## config.mk

```make
export PLATFORM = sky130hd
export DESIGN_NAME = fetch_decode_buffer_flat
export DESIGN_NICKNAME = d
export VERILOG_FILES = /design/src/rtl/fetch_decode_buffer_pkg.sv /design/src/rtl/fetch_decode_buffer_if.sv /design/src/rtl/fetch_buffer_ram.sv /design/src/rtl/fetch_decode_buffer.sv /design/src/flat_wrapper.sv
export SDC_FILE = /design/constraint.sdc
export NUM_CORES = 1
export LEC_CHECK = 0
export ABC_AREA = 1
export CORE_UTILIZATION = 56
export CTS_CLUSTER_SIZE = 16
export DETAILED_ROUTE_END_ITERATION = 8
export GPL_TIMING_DRIVEN = 0
export MAX_ROUTING_LAYER = met4
export PLACE_DENSITY = 0.81
export RECOVER_POWER = 100
export SETUP_SLACK_MARGIN = 0.15
export SLEW_MARGIN = 20
export SYNTH_ARGS = -nofsm -noshare
export SYNTH_HDL_FRONTEND = slang
export SYNTH_SLANG_ARGS = --single-unit
```

## constraint.sdc

```tcl
create_clock -name clk -period 11.9 [get_ports clk]
set_input_delay 1.785 -clock clk [delete_from_list [all_inputs] [get_ports clk]]
set_output_delay 1.785 -clock clk [all_outputs]
set_load 0.005 [all_outputs]
```

## src/rtl/fetch_decode_buffer_pkg.sv

```systemverilog
// Shared types for the fetch/decode instruction buffer.
//   - default widths for depth, instruction ID and exception code
//   - exception_code_t / id_t, the stored entry layout and the buffer state
//   - entry_width(): flat bit width of one stored entry for given field widths
package fetch_decode_buffer_pkg;

    localparam int unsigned FDB_DEPTH   = 4;
    localparam int unsigned FDB_ID_W    = 3;
    localparam int unsigned FDB_ECODE_W = 5;

    typedef logic [FDB_ECODE_W-1:0] exception_code_t;
    typedef logic [FDB_ID_W-1:0]    id_t;

    typedef struct packed {
        logic [31:0]     pc;
        logic [31:0]     instruction;
        logic            ok;
        exception_code_t error_code;
        id_t             id;
    } fetch_buffer_entry_t;

    typedef enum logic {
        OPEN    = 1'b0,
        BLOCKED = 1'b1
    } fetch_buffer_state_t;

    // pc + instruction + ok + error_code + id
    function automatic int unsigned entry_width(input int unsigned id_w, input int unsigned ecode_w);
        return 32 + 32 + 1 + ecode_w + id_w;
    endfunction

endpackage

```

## src/rtl/fetch_decode_buffer_if.sv

```systemverilog
// Fetch-side and decode-side signal bundle of the instruction buffer.
//   master : fetch/decode environment (drives fetch_*, flush, decode_advance)
//   slave  : the buffer (drives fetch_ready, decode_*, occupancy)
interface fetch_decode_buffer_if
    import fetch_decode_buffer_pkg::*;
#(
    parameter int unsigned DEPTH   = FDB_DEPTH,
    parameter int unsigned ID_W    = FDB_ID_W,
    parameter int unsigned ECODE_W = FDB_ECODE_W
);
    localparam int unsigned CNT_W = $clog2(DEPTH) + 1;

    logic               fetch_valid;
    logic               fetch_ready;
    logic [31:0]        fetch_pc;
    logic [31:0]        fetch_instruction;
    logic               fetch_ok;
    logic [ECODE_W-1:0] fetch_error_code;
    logic [ID_W-1:0]    fetch_id;
    logic               flush;
    logic               decode_valid;
    logic [31:0]        decode_pc;
    logic [31:0]        decode_instruction;
    logic               decode_ok;
    logic [ECODE_W-1:0] decode_error_code;
    logic [ID_W-1:0]    decode_id;
    logic               decode_advance;
    logic [CNT_W-1:0]   occupancy;

    modport master (
        output fetch_valid, fetch_pc, fetch_instruction, fetch_ok, fetch_error_code, fetch_id,
        output flush, decode_advance,
        input  fetch_ready, decode_valid, decode_pc, decode_instruction, decode_ok,
        input  decode_error_code, decode_id, occupancy
    );

    modport slave (
        input  fetch_valid, fetch_pc, fetch_instruction, fetch_ok, fetch_error_code, fetch_id,
        input  flush, decode_advance,
        output fetch_ready, decode_valid, decode_pc, decode_instruction, decode_ok,
        output decode_error_code, decode_id, occupancy
    );

endinterface

```

## src/rtl/fetch_buffer_ram.sv

```systemverilog
// DEPTH x WIDTH storage for the instruction buffer: one synchronous write
// port and one asynchronous read port (maps to LUTRAM). No reset; validity
// of each slot is tracked by the controller.
//   clk   : clock
//   we    : write enable
//   waddr : write slot, wdata : write data
//   raddr : read slot,  rdata : read data (combinational)
module fetch_buffer_ram #(
    parameter int unsigned DEPTH = 4,
    parameter int unsigned WIDTH = 73
) (
    input  logic                     clk,
    input  logic                     we,
    input  logic [$clog2(DEPTH)-1:0] waddr,
    input  logic [WIDTH-1:0]         wdata,
    input  logic [$clog2(DEPTH)-1:0] raddr,
    output logic [WIDTH-1:0]         rdata
);
    logic [WIDTH-1:0] mem [DEPTH];

    always_ff @(posedge clk) begin
        if (we) begin
            mem[waddr] <= wdata;
        end
    end

    assign rdata = mem[raddr];

endmodule

```

## src/rtl/fetch_decode_buffer.sv

```systemverilog
// Elastic first-word-fall-through instruction buffer between fetch and decode.
// Accepts ID-tagged fetched instructions, presents the oldest at decode_*,
// pops on decode_advance, clears on flush. Once a faulted fetch (ok=0) is
// accepted, further pushes are refused until flush.
//   clk, rst : clock, synchronous active-high reset
//   bus      : fetch_decode_buffer_if.slave (fetch handshake, decode head,
//              flush, decode_advance, occupancy)
// DEPTH/ID_W/ECODE_W must match the connected interface instance.
module fetch_decode_buffer
    import fetch_decode_buffer_pkg::*;
#(
    parameter int unsigned DEPTH   = FDB_DEPTH,
    parameter int unsigned ID_W    = FDB_ID_W,
    parameter int unsigned ECODE_W = FDB_ECODE_W
) (
    input  logic                 clk,
    input  logic                 rst,
    fetch_decode_buffer_if.slave bus
);
    localparam int unsigned PTR_W   = $clog2(DEPTH);
    localparam int unsigned CNT_W   = PTR_W + 1;
    localparam int unsigned ENTRY_W = entry_width(ID_W, ECODE_W);

    fetch_buffer_state_t state, state_next;
    logic [PTR_W-1:0]    rptr, wptr;
    logic [CNT_W-1:0]    count;
    logic                ready;
    logic                valid;
    logic                push;
    logic                pop;
    logic [ENTRY_W-1:0]  wdata;
    logic [ENTRY_W-1:0]  rdata;

    // Ready never looks at decode_advance: a full buffer cannot push while popping.
    assign ready = (state == OPEN) && (count != CNT_W'(DEPTH)) && !bus.flush;
    assign valid = (count != '0);
    assign push  = bus.fetch_valid && ready;
    assign pop   = bus.decode_advance && valid;

    assign bus.fetch_ready  = ready;
    assign bus.decode_valid = valid;
    assign bus.occupancy    = count;

    assign wdata = {bus.fetch_pc, bus.fetch_instruction, bus.fetch_ok,
                    bus.fetch_error_code, bus.fetch_id};
    assign {bus.decode_pc, bus.decode_instruction, bus.decode_ok,
            bus.decode_error_code, bus.decode_id} = rdata;

    fetch_buffer_ram #(
        .DEPTH (DEPTH),
        .WIDTH (ENTRY_W)
    ) u_ram (
        .clk   (clk),
        .we    (push),
        .waddr (wptr),
        .wdata (wdata),
        .raddr (rptr),
        .rdata (rdata)
    );

    always_comb begin
        state_next = state;
        if (bus.flush) begin
            state_next = OPEN;
        end else if (push && !bus.fetch_ok) begin
            state_next = BLOCKED;
        end
    end

    always_ff @(posedge clk) begin
        if (rst) begin
            state <= OPEN;
        end else begin
            state <= state_next;
        end
    end

    always_ff @(posedge clk) begin
        if (rst || bus.flush) begin
            rptr  <= '0;
            wptr  <= '0;
            count <= '0;
        end else begin
            if (push) begin
                wptr <= wptr + 1'b1;
            end
            if (pop) begin
                rptr <= rptr + 1'b1;
            end
            case ({push, pop})
                2'b10:   count <= count + 1'b1;
                2'b01:   count <= count - 1'b1;
                default: count <= count;
            endcase
        end
    end

endmodule

```

## src/flat_wrapper.sv

```systemverilog
// flat-port wrapper written by rule: the top's interface ports become plain ports
module fetch_decode_buffer_flat import fetch_decode_buffer_pkg::*;
#(
    parameter int unsigned DEPTH   = FDB_DEPTH,
    parameter int unsigned ID_W    = FDB_ID_W,
    parameter int unsigned ECODE_W = FDB_ECODE_W
)
  (clk, rst, bus_fetch_valid, bus_fetch_pc, bus_fetch_instruction, bus_fetch_ok, bus_fetch_error_code, bus_fetch_id, bus_flush, bus_decode_advance, bus_fetch_ready, bus_decode_valid, bus_decode_pc, bus_decode_instruction, bus_decode_ok, bus_decode_error_code, bus_decode_id, bus_occupancy);
  fetch_decode_buffer_if #(.DEPTH(DEPTH), .ID_W(ID_W), .ECODE_W(ECODE_W)) bus_i ();
  input  logic clk;
  input  logic rst;
  input wire logic [$bits(bus_i.fetch_valid)-1:0] bus_fetch_valid;
  input wire logic [$bits(bus_i.fetch_pc)-1:0] bus_fetch_pc;
  input wire logic [$bits(bus_i.fetch_instruction)-1:0] bus_fetch_instruction;
  input wire logic [$bits(bus_i.fetch_ok)-1:0] bus_fetch_ok;
  input wire logic [$bits(bus_i.fetch_error_code)-1:0] bus_fetch_error_code;
  input wire logic [$bits(bus_i.fetch_id)-1:0] bus_fetch_id;
  input wire logic [$bits(bus_i.flush)-1:0] bus_flush;
  input wire logic [$bits(bus_i.decode_advance)-1:0] bus_decode_advance;
  output wire logic [$bits(bus_i.fetch_ready)-1:0] bus_fetch_ready;
  output wire logic [$bits(bus_i.decode_valid)-1:0] bus_decode_valid;
  output wire logic [$bits(bus_i.decode_pc)-1:0] bus_decode_pc;
  output wire logic [$bits(bus_i.decode_instruction)-1:0] bus_decode_instruction;
  output wire logic [$bits(bus_i.decode_ok)-1:0] bus_decode_ok;
  output wire logic [$bits(bus_i.decode_error_code)-1:0] bus_decode_error_code;
  output wire logic [$bits(bus_i.decode_id)-1:0] bus_decode_id;
  output wire logic [$bits(bus_i.occupancy)-1:0] bus_occupancy;
  assign bus_i.fetch_valid = bus_fetch_valid;
  assign bus_i.fetch_pc = bus_fetch_pc;
  assign bus_i.fetch_instruction = bus_fetch_instruction;
  assign bus_i.fetch_ok = bus_fetch_ok;
  assign bus_i.fetch_error_code = bus_fetch_error_code;
  assign bus_i.fetch_id = bus_fetch_id;
  assign bus_i.flush = bus_flush;
  assign bus_i.decode_advance = bus_decode_advance;
  assign bus_fetch_ready = bus_i.fetch_ready;
  assign bus_decode_valid = bus_i.decode_valid;
  assign bus_decode_pc = bus_i.decode_pc;
  assign bus_decode_instruction = bus_i.decode_instruction;
  assign bus_decode_ok = bus_i.decode_ok;
  assign bus_decode_error_code = bus_i.decode_error_code;
  assign bus_decode_id = bus_i.decode_id;
  assign bus_occupancy = bus_i.occupancy;
  fetch_decode_buffer #(.DEPTH(DEPTH), .ID_W(ID_W), .ECODE_W(ECODE_W)) u_core (.clk(clk), .rst(rst), .bus(bus_i));
endmodule
```

=== Word level (Yosys, flattened, before mapping) ===
Memory sizes are Yosys's and may differ from the RTL's. A register that Yosys moved wholly into a read port is not among the register bits.
Index checks and enable logic that the tools add are counted.

* $add $sub $neg: 4
* Equal/unequal tests: 3
* Mux-type cells: 5
* Bitwise logic cells: 1
* Reductions and logical operators: 11

{| class="wikitable"
|+ Operators by type and width
! kind !! number
|-
| $pmux 3 s2 || 1
|-
| $logic_and 1x1->1 || 5
|-
| $add 2x1->2 const B || 2
|-
| $mux 2 || 2
|-
| $add 3x1->3 const B || 1
|-
| $ne 3x3->1 const B || 1
|-
| $reduce_bool 3->1 || 1
|-
| $sub 3x1->3 const B || 1
|-
| $eq 2x1->1 const B || 1
|-
| $eq 2x2->1 const B || 1
|-
| $logic_not 1->1 || 2
|-
| $mux 1 || 2
|-
| $reduce_bool 2->1 || 1
|-
| $reduce_or 2->1 || 1
|-
| $logic_or 1x1->1 || 1
|-
| $not 1->1 || 1
|}

* Flip-flop bits (word level): 8
* Bits in writable memories: 292
* Input port bits: 78
* Word-level logic and storage cells: 29
* Memories: 1

{| class="wikitable"
|+ Memory list
! name !! words !! bits a word !! rd ports !! clocked after Yosys merged registers in !! wr ports !! line !! RTL
|-
| u_core.u_ram.mem || 4 || 73 || 1 || 1 || 1 || fetch_buffer_ram.sv:19 || <nowiki>logic [WIDTH-1:0] mem [DEPTH];</nowiki>
|}

=== Logic depth before layout (Yosys ltp) ===
Gate-level depths: netlist of run 1.

* Depth in word-level cells: 6
* Mapped depth: 13
* Depth with buffers taken out: 13

=== Modules after synthesis ===
A second synthesis of run 1 with hierarchy kept.

* Cell total of the unflattened synthesis: 1217
* Area, all modules: 12787.3 µm²

{| class="wikitable"
|+ By module, submodules not included
! module !! instances !! cells each !! area an instance (µm²) !! seq. area each (µm²)
|-
| fetch_buffer_ram || 1 || 1151 || 12320.6 || 8768.4
|-
| fetch_decode_buffer || 1 || 66 || 466.7 || 160.2
|}

=== Worst setup path before layout of run 1 ===
Ideal clock, no wire load.

* Path type: input port to flip-flop
* Start point: in bus_flush
* End point: mem u_core.u_ram.mem[0][0], enable pin
* Setup time: 505 ps
* Arrival: 5260 ps
* Path slack: 6135 ps
* Stages on the path: 3
* Path buffers: 0
* Cell sequence: nor2_1 > nand3_1 > nor2_1

* Longest elaborated chain between the ends: 5

{| class="wikitable"
|+ Ends and longest elaborated chain
! element !! line !! RTL
|-
| start, declared || flat_wrapper.sv:18 || <nowiki>input wire logic [$bits(bus_i.flush)-1:0] bus_flush;</nowiki>
|-
| $logic_not 1->1 || fetch_decode_buffer.sv:35 || <nowiki>assign ready = (state == OPEN) && (count != CNT_W'(DEPTH)) && !bus.flush;</nowiki>
|-
| $logic_and 1x1->1 || fetch_decode_buffer.sv:35 ||
|-
| $logic_and 1x1->1 || fetch_decode_buffer.sv:37 || <nowiki>assign push = bus.fetch_valid && ready;</nowiki>
|-
| $mux 1 || fetch_buffer_ram.sv:22 || <nowiki>if (we) begin</nowiki>
|-
| $mux 1 (implied by the code) || fetch_buffer_ram.sv:23 || <nowiki>mem[waddr] <= wdata;</nowiki>
|-
| end, declared || fetch_buffer_ram.sv:19 ||
|}

No other way between the ends.

=== Final worst setup path of run 1 ===
* Start point: in bus_flush
* End point: mem u_core.u_ram.mem[1][37], enable pin

The elaborated chain is that of the path after synthesis.

==> results.tsv, run 1 <==
metric	value	unit
status	finished with violations	
failing checks	capacitance limit, slew limit	
Antenna Nets Post-Route	0	
first-pass GRT wire length	37300	um
fin nets	1070	
full die area	20900	um^2
Clock transition at path regs	0.06	ns
Final Max Tran Viols	75	
crit path time final	5.93	ns
sequential fraction of the synthesis area	78.8	%
ordered list of cells on the worst path	dlygate4sd3_1 > nor2_1 > nand3_1 > nor2_1 > clkbuf_1 > clkbuf_1	
Post-synth ARST share	0	%
post-synthesis compound-gate area fraction	10.7	%
Yosys Warn Count	0	
R2R setup slack	7.50	ns
CP required	12.05	ns
Rows	51	
Post-CTS Hold Buffers	0	
library cells used by synthesis	20	
EDFF count, synth	292	
Syn Inst Count	788	
vias in the first global route	7254	
Vias/cell	5.59	
wire per inst	19.6	um
Least-Margin Pin Slew	1.59	ns
Max Cap Viol	3	
multiplexer area fraction after synthesis	0	%
top cell type by total area after synthesis	edfxtp_1	
Critical R2R Capture	u_core.u_ram.mem[1][37]$_DFFE_PP_	
commonest non-fill, non-tap cell in the layout	edfxtp_1	
HPWL reported at the end of detailed placement	15600	um
RSZ-0062 raised after global routing	no	
worst setup margin	5.97	ns
via count	7149	
TritonCTS buffer count	29	
largest net degree at the start of global routing	26	
Mapped Area	11400	um^2
starting DRC count in detailed routing	422	
Die Wd	145	um
Simple-Gate Fraction of Synth Area	6.20	%
final worst-path cycle share	49.8	%
Placeable Area	19700	um^2
LEAKAGE	4.89	nW
share of layout cells above drive strength 1	7.14	%
commonest cells after routing, fill and taps aside	edfxtp_1 (292), nor2_1 (161), dlygate4sd3_1 (150)	
slew margin rel.	-5.94	%
hold path depth	2	
CP max stage cell	nor2_1	
Fin Setup TNS	0	ns
depth of the most critical reg-to-reg path	6	
Clk Tree Root Cell	clkbuf_16	
Synth top area share	77.0	%
area grow syn2layout	25.7	%
TritonRoute pass-1 iters	7	
setup bufs post-CTS	0	
TritonCTS Sinks	302	
Setup crit end	u_core.u_ram.mem[1][37]$_DFFE_PP_	
grt met2 use	41.5	%
Crit path max-delay family	buffers and inverters	
chip height	145	um
clk buf depth	3	
Final Power	2.26	mW
critical path depth	6	
gr busiest metal	met2	
RR Startpoint	u_core.bus.occupancy[1]$_SDFFE_PP0P_	
PortBufs	155	
CP Capture Type	register	
PwrDens	158	nW/um^2
post-place setup slack	7.21	ns
Remaining DRCs	0	
Worst path max stage delay	1.16	ns
CP startpoint	bus_flush	
Hold Crit Class	reg2reg	
htree depth	1	
Setup crit start kind	input pin	
Crit path buffers/inverters	3	
Area contributors post-synth	edfxtp_1 (77%), nor2_1 (5.3%), o22ai_1 (4.0%)	
Synth Area in Adders	0.725	%
largest family of logic cells by synthesized area	compound AO/OA/AOI/OAI gates	
Synth Flop Type	edfxtp_1	
CP Data Arrival Time	6.08	ns
boundary pin count	156	
post-synthesis xor/xnor area fraction	0	%
CTS resizes	0	
DRT Wirelength	25000	um
# setup viols final	0	
Peak Freq	169	MHz
syn nets	872	
CTS tree	yes	
hold slack	0.506	ns
gr usage total	24.8	%
Avg Cell Area, Syn	14.4	um^2
FF+latch count, synth	302	
grt met1 use	30.0	%
Worst VDD drop	135	uV
met3 GRT Util	4.74	%
insertion delay to the later sink of the worst-skew pair	0.54	ns
initial antenna violation count	5	
GP Congestion	0.796	
Critical Path Fanout Max	22	
GR Overflow Total	0	
Starting Density	57.7	%
clk_skew	0.0102	ns
Setup CP Type	in2reg	
final hold violation count	0	
worst reg2reg max path, stage by stage, from the launching register on:
cell and delay, ns:
dfxtp_1 0.37, nor2_1 0.07, nand2_1 0.15, nand3_1 0.25, nor2_1 1.16, clkbuf_1 1.08, clkbuf_1 0.94
area by class of cell:
type / count / area, um^2
Multi-Input combinational cell: 416 / 2010
Antenna cell: 5 / 12.5
Sequential cell: 302 / 8970
Inverter: 23 / 88.8
Fill cell: 1249 / 5410
Clock buffer: 34 / 744
Timing Repair Buffer: 167 / 1600
Clock inverter: 19 / 245
Tap cell: 265 / 332
Buffer: 47 / 318
how the worst min path moves through the flow:
stage | start | endpoint | slack, ns
6_report | u_core.state$_SDFFE_PP0P_ | u_core.state$_SDFFE_PP0P_ | 0.51
2_1_floorplan | u_core.state$_SDFFE_PP0P_ | u_core.state$_SDFFE_PP0P_ | 0.45
5_1_grt | u_core.state$_SDFFE_PP0P_ | u_core.state$_SDFFE_PP0P_ | 0.53
3_3_place_gp | u_core.state$_SDFFE_PP0P_ | u_core.state$_SDFFE_PP0P_ | 0.46
3_5_place_dp | u_core.state$_SDFFE_PP0P_ | u_core.state$_SDFFE_PP0P_ | 0.50
4_1_cts | u_core.state$_SDFFE_PP0P_ | u_core.state$_SDFFE_PP0P_ | 0.51
kinds of logic after synthesis:
| group | after synthesis |
|---|---|
| flip-flops | 302 |
| AND/OR/NAND/NOR | 185 |
| adder cells (fa/ha/maj) | 6 |
| AO/OA/AOI/OAI | 225 |
| buffers and inverters | 70 |
metrics by stage:
step                      std cells  util [%]  cell area, um^2
after CTS                      1273      73.9            14600
after global routing           1278      72.6            14300
after detailed placement       1220      68.9            13600
after floorplan                 788         -            11400
final                          1278      72.6            14300
after global placement         1208      67.3            13300
synthesized netlist by cell type, types with 4 or more instances:
master and count:
a21oi_1 4, buf_2 4, buf_4 10, buf_6 13
clkbuf_1 16, clkbuf_2 4, dfxtp_1 10, edfxtp_1 292
ha_1 5, inv_1 21, nand2_1 18, nor2_1 161
o21ai_0 81, o21ai_1 67, o22ai_1 73
layer usage:
layer / routed length, um / share of wire, %
met5: 0 / 0
met4: 511 / 2.0
met3: 1800 / 7.2
met2: 12800 / 51
met1: 9910 / 40
report_power, final:
group,switching [mW],internal [mW],leakage (nW)
registers,0.00482,1.19,2.73
logic,0.0614,0.0556,1.68
clock network,0.374,0.576,0.476
total,0.440,1.82,4.89
state kept, by name, indices dropped and copies added (netlist names), named ones only:
| name | count |
|---|---|
| u_core.u_ram.mem | 292 |
| u_core.bus.occupancy | 3 |
| u_core.rptr | 2 |
| u_core.wptr | 2 |
| u_core.state | 1 |
(Power assumes the default switching activity.)
==> run 2: changes to the inputs <==
- CORE_UTILIZATION: 56 -> 54
- PLACE_DENSITY: 0.81 -> 0.79
- clock period: 11.9 -> 5.65 ns (I/O delays scaled with it)
==> run 2 against run 1 <==
Against the previous run:
- the flow still finishes with violations (capacitance limit, slew limit)
- combinational power rose by 120%
- non-clock buffer count is 1 higher
- via count hardly changed
- power increased by 110%
- count of clock-buffer cells in the layout is 5 higher
- clock skew up 0.0029 ns
- die area increased by 3.7%
- worst setup slack lost 4.4 ns
- design area increased by 0.81%
- hold slack got worse by 0.022 ns
- largest cell class unchanged
- final cell count grew 0.78%
- critical path depth unchanged
==> results.tsv, run 2 (synthesis results as in run 1) <==
metric	value	unit	change
switching share of total power	19.7	%	+0.16 points
Remaining DRCs	0		unchanged
clk_skew	0.0131	ns	+0.00288 ns
max reg flops	292		unchanged
Clk Tree Root Cell	clkbuf_16		
post-place setup slack	2.23	ns	-4.98 ns
Psw	0.918	mW	+110%
CP required	5.89	ns	-6.16 ns
initial antenna violation count	5		unchanged
Setup crit start kind	input pin		
commonest non-fill, non-tap cell in the layout	edfxtp_1		
Max Cap Viol	2		-1
insertion delay to the later sink of the worst-skew pair	0.54	ns	about the same
slew margin rel.	-43.5	%	-38 points
wire per inst	19.5	um	-0.50%
fin area	14400	um^2	+0.81%
Placeable Area	20400	um^2	+3.6%
grt met2 use	39.9	%	-1.6 points
CTS resizes	0		unchanged
CP Data Arrival Time	4.35	ns	-1.73 ns
CP Capture Type	register		
boundary pin count	156		unchanged
CTS tree	yes		
fillcell total	1352		+8.2%
Hold Crit Class	reg2reg		
grt met1 use	29.9	%	-0.052 points
GP Congestion	0.788		-0.91%
Vias/cell	5.56		-0.68%
Placed Cells	1226		+0.49%
final worst-path cycle share	72.7	%	
Final Max Tran Viols	44		-41%
setup bufs post-CTS	0		unchanged
failing checks	capacitance limit, slew limit		
TritonRoute pass-1 iters	4		-3
area grow syn2layout	26.7	%	
crit path time final	4.11	ns	
Seq pwr share	53.7	%	+0.9 points
CP max stage cell	nor2_1		
final hold violation count	0		unchanged
gr busiest metal	met2		
clk buf depth	3		unchanged
gr usage total	23.8	%	-1.1 points
CP dominant cell by count	nor2_1		
Starting Density	55.7	%	-2.0 points
worst setup margin	1.54	ns	-4.43 ns
Clock transition at path regs	0.06	ns	about the same
cell internal pwr	3.75	mW	+110%
hold slack	0.484	ns	-0.0219 ns
first-pass GRT wire length	38000	um	+1.9%
vias in the first global route	7213		-0.57%
full die area	21700	um^2	+3.7%
Layout Utilization	70.6	%	-2.0 points
fin nets	1071		+0.093%
Least-Margin Pin Slew	2.14	ns	+0.555 ns
largest net degree at the start of global routing	26		unchanged
PwrDens	323	nW/um^2	+110%
Clock power frac	40.8	%	-1.3 points
fin cells	1288		+0.78%
Antenna Nets Post-Route	0		unchanged
Fin Setup TNS	0	ns	unchanged
htree depth	1		unchanged
Rows	52		+2.0%
# setup viols final	0		unchanged
ordered list of cells on the worst path	dlygate4sd3_1 > nor2_1 > nand3_1 > nor2_1 > clkbuf_1 > buf_16		
starting DRC count in detailed routing	557		+32%
DRT Wirelength	25100	um	+0.28%
LEAKAGE	4.94	nW	+1.1%
Die Wd	147	um	+1.8%
PortBufs	155		unchanged
Most flops, register	u_core.u_ram.mem		
GR Overflow Total	0		unchanged
chip height	147	um	+1.8%
Peak Freq	244	MHz	
Critical Path Fanout Max	21		-4.5%
TritonCTS buffer count	29		unchanged
Worst path max stage delay	1.14	ns	-0.02 ns
Post-DP Area	13600	um^2	+0.41%
met3 GRT Util	3.73	%	-1.0 points
combinational share of power	5.4	%	+0.2 points
RSZ-0062 raised after global routing	no		
Worst VDD drop	259	uV	+91%
TritonCTS Sinks	302		unchanged
HPWL reported at the end of detailed placement	16100	um	+3.3%
status	finished with violations		
commonest cells after routing, fill and taps aside	edfxtp_1 (292), nor2_1 (161), dlygate4sd3_1 (150)		
Final Power	4.67	mW	+110%
share of layout cells above drive strength 1	7.72	%	+0.58 points
via count	7156		+0.098%
Post-CTS Hold Buffers	0		unchanged
Setup CP Type	in2reg		
==> run 2: critical path: cells and delay by family <==
kind,cells,cell delay (ns)
simple gates,3,1.60
buf+inv,3,1.87
==> run 2: worst paths after layout <==
| check | start | endpoint | slack, ns | depth (start not counted) |
|---|---|---|---|---|
| hold reg to reg | u_core.state$_SDFFE_PP0P_ | u_core.state$_SDFFE_PP0P_ | 0.48 | 2 |
| setup / recovery | bus_flush | u_core.u_ram.mem[1][54]$_DFFE_PP_ | 1.54 | 6 |
| setup reg to reg | u_core.bus.occupancy[1]$_SDFFE_PP0P_ | u_core.u_ram.mem[1][54]$_DFFE_PP_ | 2.05 | 6 |
| hold / removal | u_core.state$_SDFFE_PP0P_ | u_core.state$_SDFFE_PP0P_ | 0.48 | 2 |
==> run 2: routing by layer <==
layer  part of all wire, %  wire length [um]
met4                   2.3               586
met5                     0                 0
met3                   7.3              1830
met1                    39              9910
met2                    51             12800
==> run 2: power by group through the flow <==
stage | Clock (mW) | Combinational (mW) | Sequential (mW)
floorplan | 0 | 0.0892 | 2.56
global placement | 0 | 0.262 | 2.56
detailed placement | 0 | 0.288 | 2.55
CTS | 1.92 | 0.290 | 2.51
global route | 2.01 | 0.274 | 2.51
finish | 1.91 | 0.254 | 2.51
==> run 2: final cells by class <==
class / instances / area (um^2) / area share, %
diodes: 8 / 20.0 / 0.139
plain buffers: 47 / 318 / 2.20
clock buffers: 39 / 763 / 5.29
clock inverters: 15 / 174 / 1.21
inverters: 23 / 88.8 / 0.616
multi-input cells: 416 / 2010 / 13.9
flip-flops and latches: 302 / 8970 / 62.2
well taps: 270 / 338 / 2.34
repair buffers: 168 / 1750 / 12.1
==> run 3: changes to the inputs <==
- clock period: 5.65 -> 4.3 ns (I/O delays scaled with it)
==> run 3 against run 2 <==
Against the previous run:
- the run still ends with capacitance limit, slew limit left
- worst setup slack lost 0.79 ns
- sequential cell count unchanged
- sequential share of layout area decreased by 0.57 points
- non-clock buffer count stayed put
- critical path depth did not move
- first-iteration DRC count down 2.3%
- routed wire length about the same
- sequential power is 31% higher
- design area rose by 0.92%
- combinational power is 35% higher
- critical endpoint is now u_core.u_ram.mem[3][26]$_DFFE_PP_
==> results.tsv, run 3 (synthesis results as in run 1) <==
metric	value	unit	change
status	finished with violations		
chip height	147	um	unchanged
setup bufs post-CTS	0		unchanged
RR Startpoint	u_core.bus.occupancy[1]$_SDFFE_PP0P_		
R2R setup slack	1.06	ns	-0.99 ns
failing checks	capacitance limit, slew limit		
Least-Margin Pin Slew	2.17	ns	+0.0262 ns
Final Power	6.14	mW	+32%
LEAKAGE	5.00	nW	+1.2%
final hold violation count	0		unchanged
TritonCTS buffer count	29		unchanged
clk buf depth	3		unchanged
Worst VDD drop	340	uV	+31%
final worst-path cycle share	82.4	%	
combinational share of power	5.6	%	+0.2 points
via count	7200		+0.61%
fin area	14600	um^2	+0.92%
Clock transition at path regs	0.06	ns	about the same
depth of the most critical reg-to-reg path	6		unchanged
Crit path buffers/inverters	3		unchanged
Vias/cell	5.59		+0.69%
TritonCTS Sinks	302		unchanged
fillcell total	1333		-1.4%
starting DRC count in detailed routing	544		-2.3%
max reg flops	292		unchanged
Seq pwr share	53.6	%	about the same
wire per inst	19.5	um	+0.11%
Clock power frac	40.8	%	about the same
gr busiest metal	met2		
cell internal pwr	4.93	mW	+32%
RSZ-0062 raised after global routing	no		
Post-DP Area	13600	um^2	unchanged
TritonRoute pass-1 iters	5		+1
DRT Wirelength	25100	um	about the same
Starting Density	55.7	%	unchanged
sink of the worst hold path	u_core.state$_SDFFE_PP0P_		
Most flops, register	u_core.u_ram.mem		
Setup crit start kind	input pin		
min-delay src	u_core.state$_SDFFE_PP0P_		
PortBufs	155		unchanged
Setup CP Type	in2reg		
initial antenna violation count	5		unchanged
ordered list of cells on the worst path	dlygate4sd3_1 > nor2_1 > nand3_1 > nor2_1 > buf_16 > buf_16		
fin cells	1287		-0.078%
post-place setup slack	1.08	ns	-1.15 ns
switching share of total power	19.7	%	about the same
boundary pin count	156		unchanged
vias in the first global route	7213		unchanged
largest net degree at the start of global routing	26		unchanged
Clk Tree Root Cell	clkbuf_16		
slew margin rel.	-45.2	%	-1.8 points
Layout Utilization	71.3	%	+0.65 points
CTS tree	yes		
Final Max Tran Viols	44		unchanged
area grow syn2layout	27.9	%	
CP required	4.54	ns	-1.35 ns
met3 GRT Util	3.73	%	unchanged
Post-CTS Hold Buffers	0		unchanged
CTS resizes	0		unchanged
GR Overflow Total	0		unchanged
Rows	52		unchanged
worst setup margin	0.756	ns	-0.789 ns
grt met1 use	29.9	%	unchanged
Peak Freq	282	MHz	
first-pass GRT wire length	38000	um	unchanged
crit path time final	3.54	ns	
Crit path max-delay family	simple AND/OR/NAND/NOR gates		
share of layout cells above drive strength 1	8.32	%	+0.59 points
Hold Crit Class	reg2reg		
Max Cap Viol	3		+1
htree depth	1		unchanged
Critical R2R Capture	u_core.u_ram.mem[3][26]$_DFFE_PP_		
CP Capture Type	register		
gr usage total	23.8	%	unchanged
CP max stage cell	nor2_1		
Die Wd	147	um	unchanged
Psw	1.21	mW	+32%
commonest non-fill, non-tap cell in the layout	edfxtp_1		
Critical Path Fanout Max	19		-9.5%
HPWL reported at the end of detailed placement	16100	um	unchanged
Placed Cells	1226		unchanged
commonest cells after routing, fill and taps aside	edfxtp_1 (292), nor2_1 (161), dlygate4sd3_1 (150)		
fin nets	1071		unchanged
# setup viols final	0		unchanged
Antenna Nets Post-Route	0		unchanged
CP Data Arrival Time	3.78	ns	-0.57 ns
hold path depth	2		unchanged
Placeable Area	20400	um^2	unchanged
PwrDens	422	nW/um^2	+30%
clk_skew	0.0149	ns	+0.00185 ns
Remaining DRCs	0		unchanged
insertion delay to the later sink of the worst-skew pair	0.54	ns	about the same
full die area	21700	um^2	unchanged
grt met2 use	39.9	%	unchanged
Worst path max stage delay	1.66	ns	+0.52 ns
GP Congestion	0.788		unchanged
run 3: changes by cell type in the layout (fill, tap and decap cells not counted):
| cell | before | now |
|---|---|---|
| buf_12 | 2 | 3 |
| buf_16 | 5 | 10 |
| clkbuf_1 | 33 | 27 |
| diode_2 | 8 | 7 |
run 3: worst reg2reg max path, stage by stage, from the launching register on:
cell and delay [ns]:
dfxtp_1 0.37, nor2_1 0.07, nand2_1 0.16, nand3_1 0.24, nor2_1 1.66, buf_16 0.25, buf_16 0.18
run 3: power by group through the flow:
stage	clock network, mW	logic [mW]	registers (mW)
4_1_cts	2.52	0.380	3.29
3_3_place_gp	0	0.345	3.36
5_1_grt	2.64	0.370	3.30
2_1_floorplan	0	0.117	3.36
3_5_place_dp	0	0.378	3.36
6_report	2.50	0.343	3.29
run 3: final cells by class:
class	count	area [um^2]	share of cell area, %
Antenna cell	7	17.5	0.120
Buffer	47	318	2.18
Clock buffer	39	763	5.24
Clock inverter	15	174	1.19
Inverter	23	88.8	0.610
Multi-Input combinational cell	416	2010	13.8
Sequential cell	302	8970	61.6
Tap cell	270	338	2.32
Timing Repair Buffer	168	1890	13.0
run 3: worst max path at each step:
stage          slack (ns)  depth (start not counted)       from                           endpoint
2_1_floorplan       -0.32                          3  bus_flush   u_core.u_ram.mem[0][0]$_DFFE_PP_
3_3_place_gp        -3.16                          4  bus_flush  u_core.u_ram.mem[0][44]$_DFFE_PP_
3_5_place_dp         1.08                          6  bus_flush  u_core.u_ram.mem[3][26]$_DFFE_PP_
4_1_cts              1.11                          5   register                  bus_decode_pc[11]
5_1_grt              0.53                          6  bus_flush  u_core.u_ram.mem[3][24]$_DFFE_PP_
6_report             0.76                          6  bus_flush  u_core.u_ram.mem[3][26]$_DFFE_PP_
run 3: per-layer routing:
layer | part of all wire [%] | wire [um]
met2 | 51 | 12800
met3 | 7.9 | 1980
met1 | 39 | 9730
met4 | 2.2 | 562
met5 | 0 | 0
run 3: per-stage QoR:
stage,setup TNS [ns],hold WS (ns)
floorplan,-94.88,0.447
global placement,-891.24,0.460
detailed placement,0,0.478
CTS,0,0.487
global route,0,0.509
finish,0,0.484
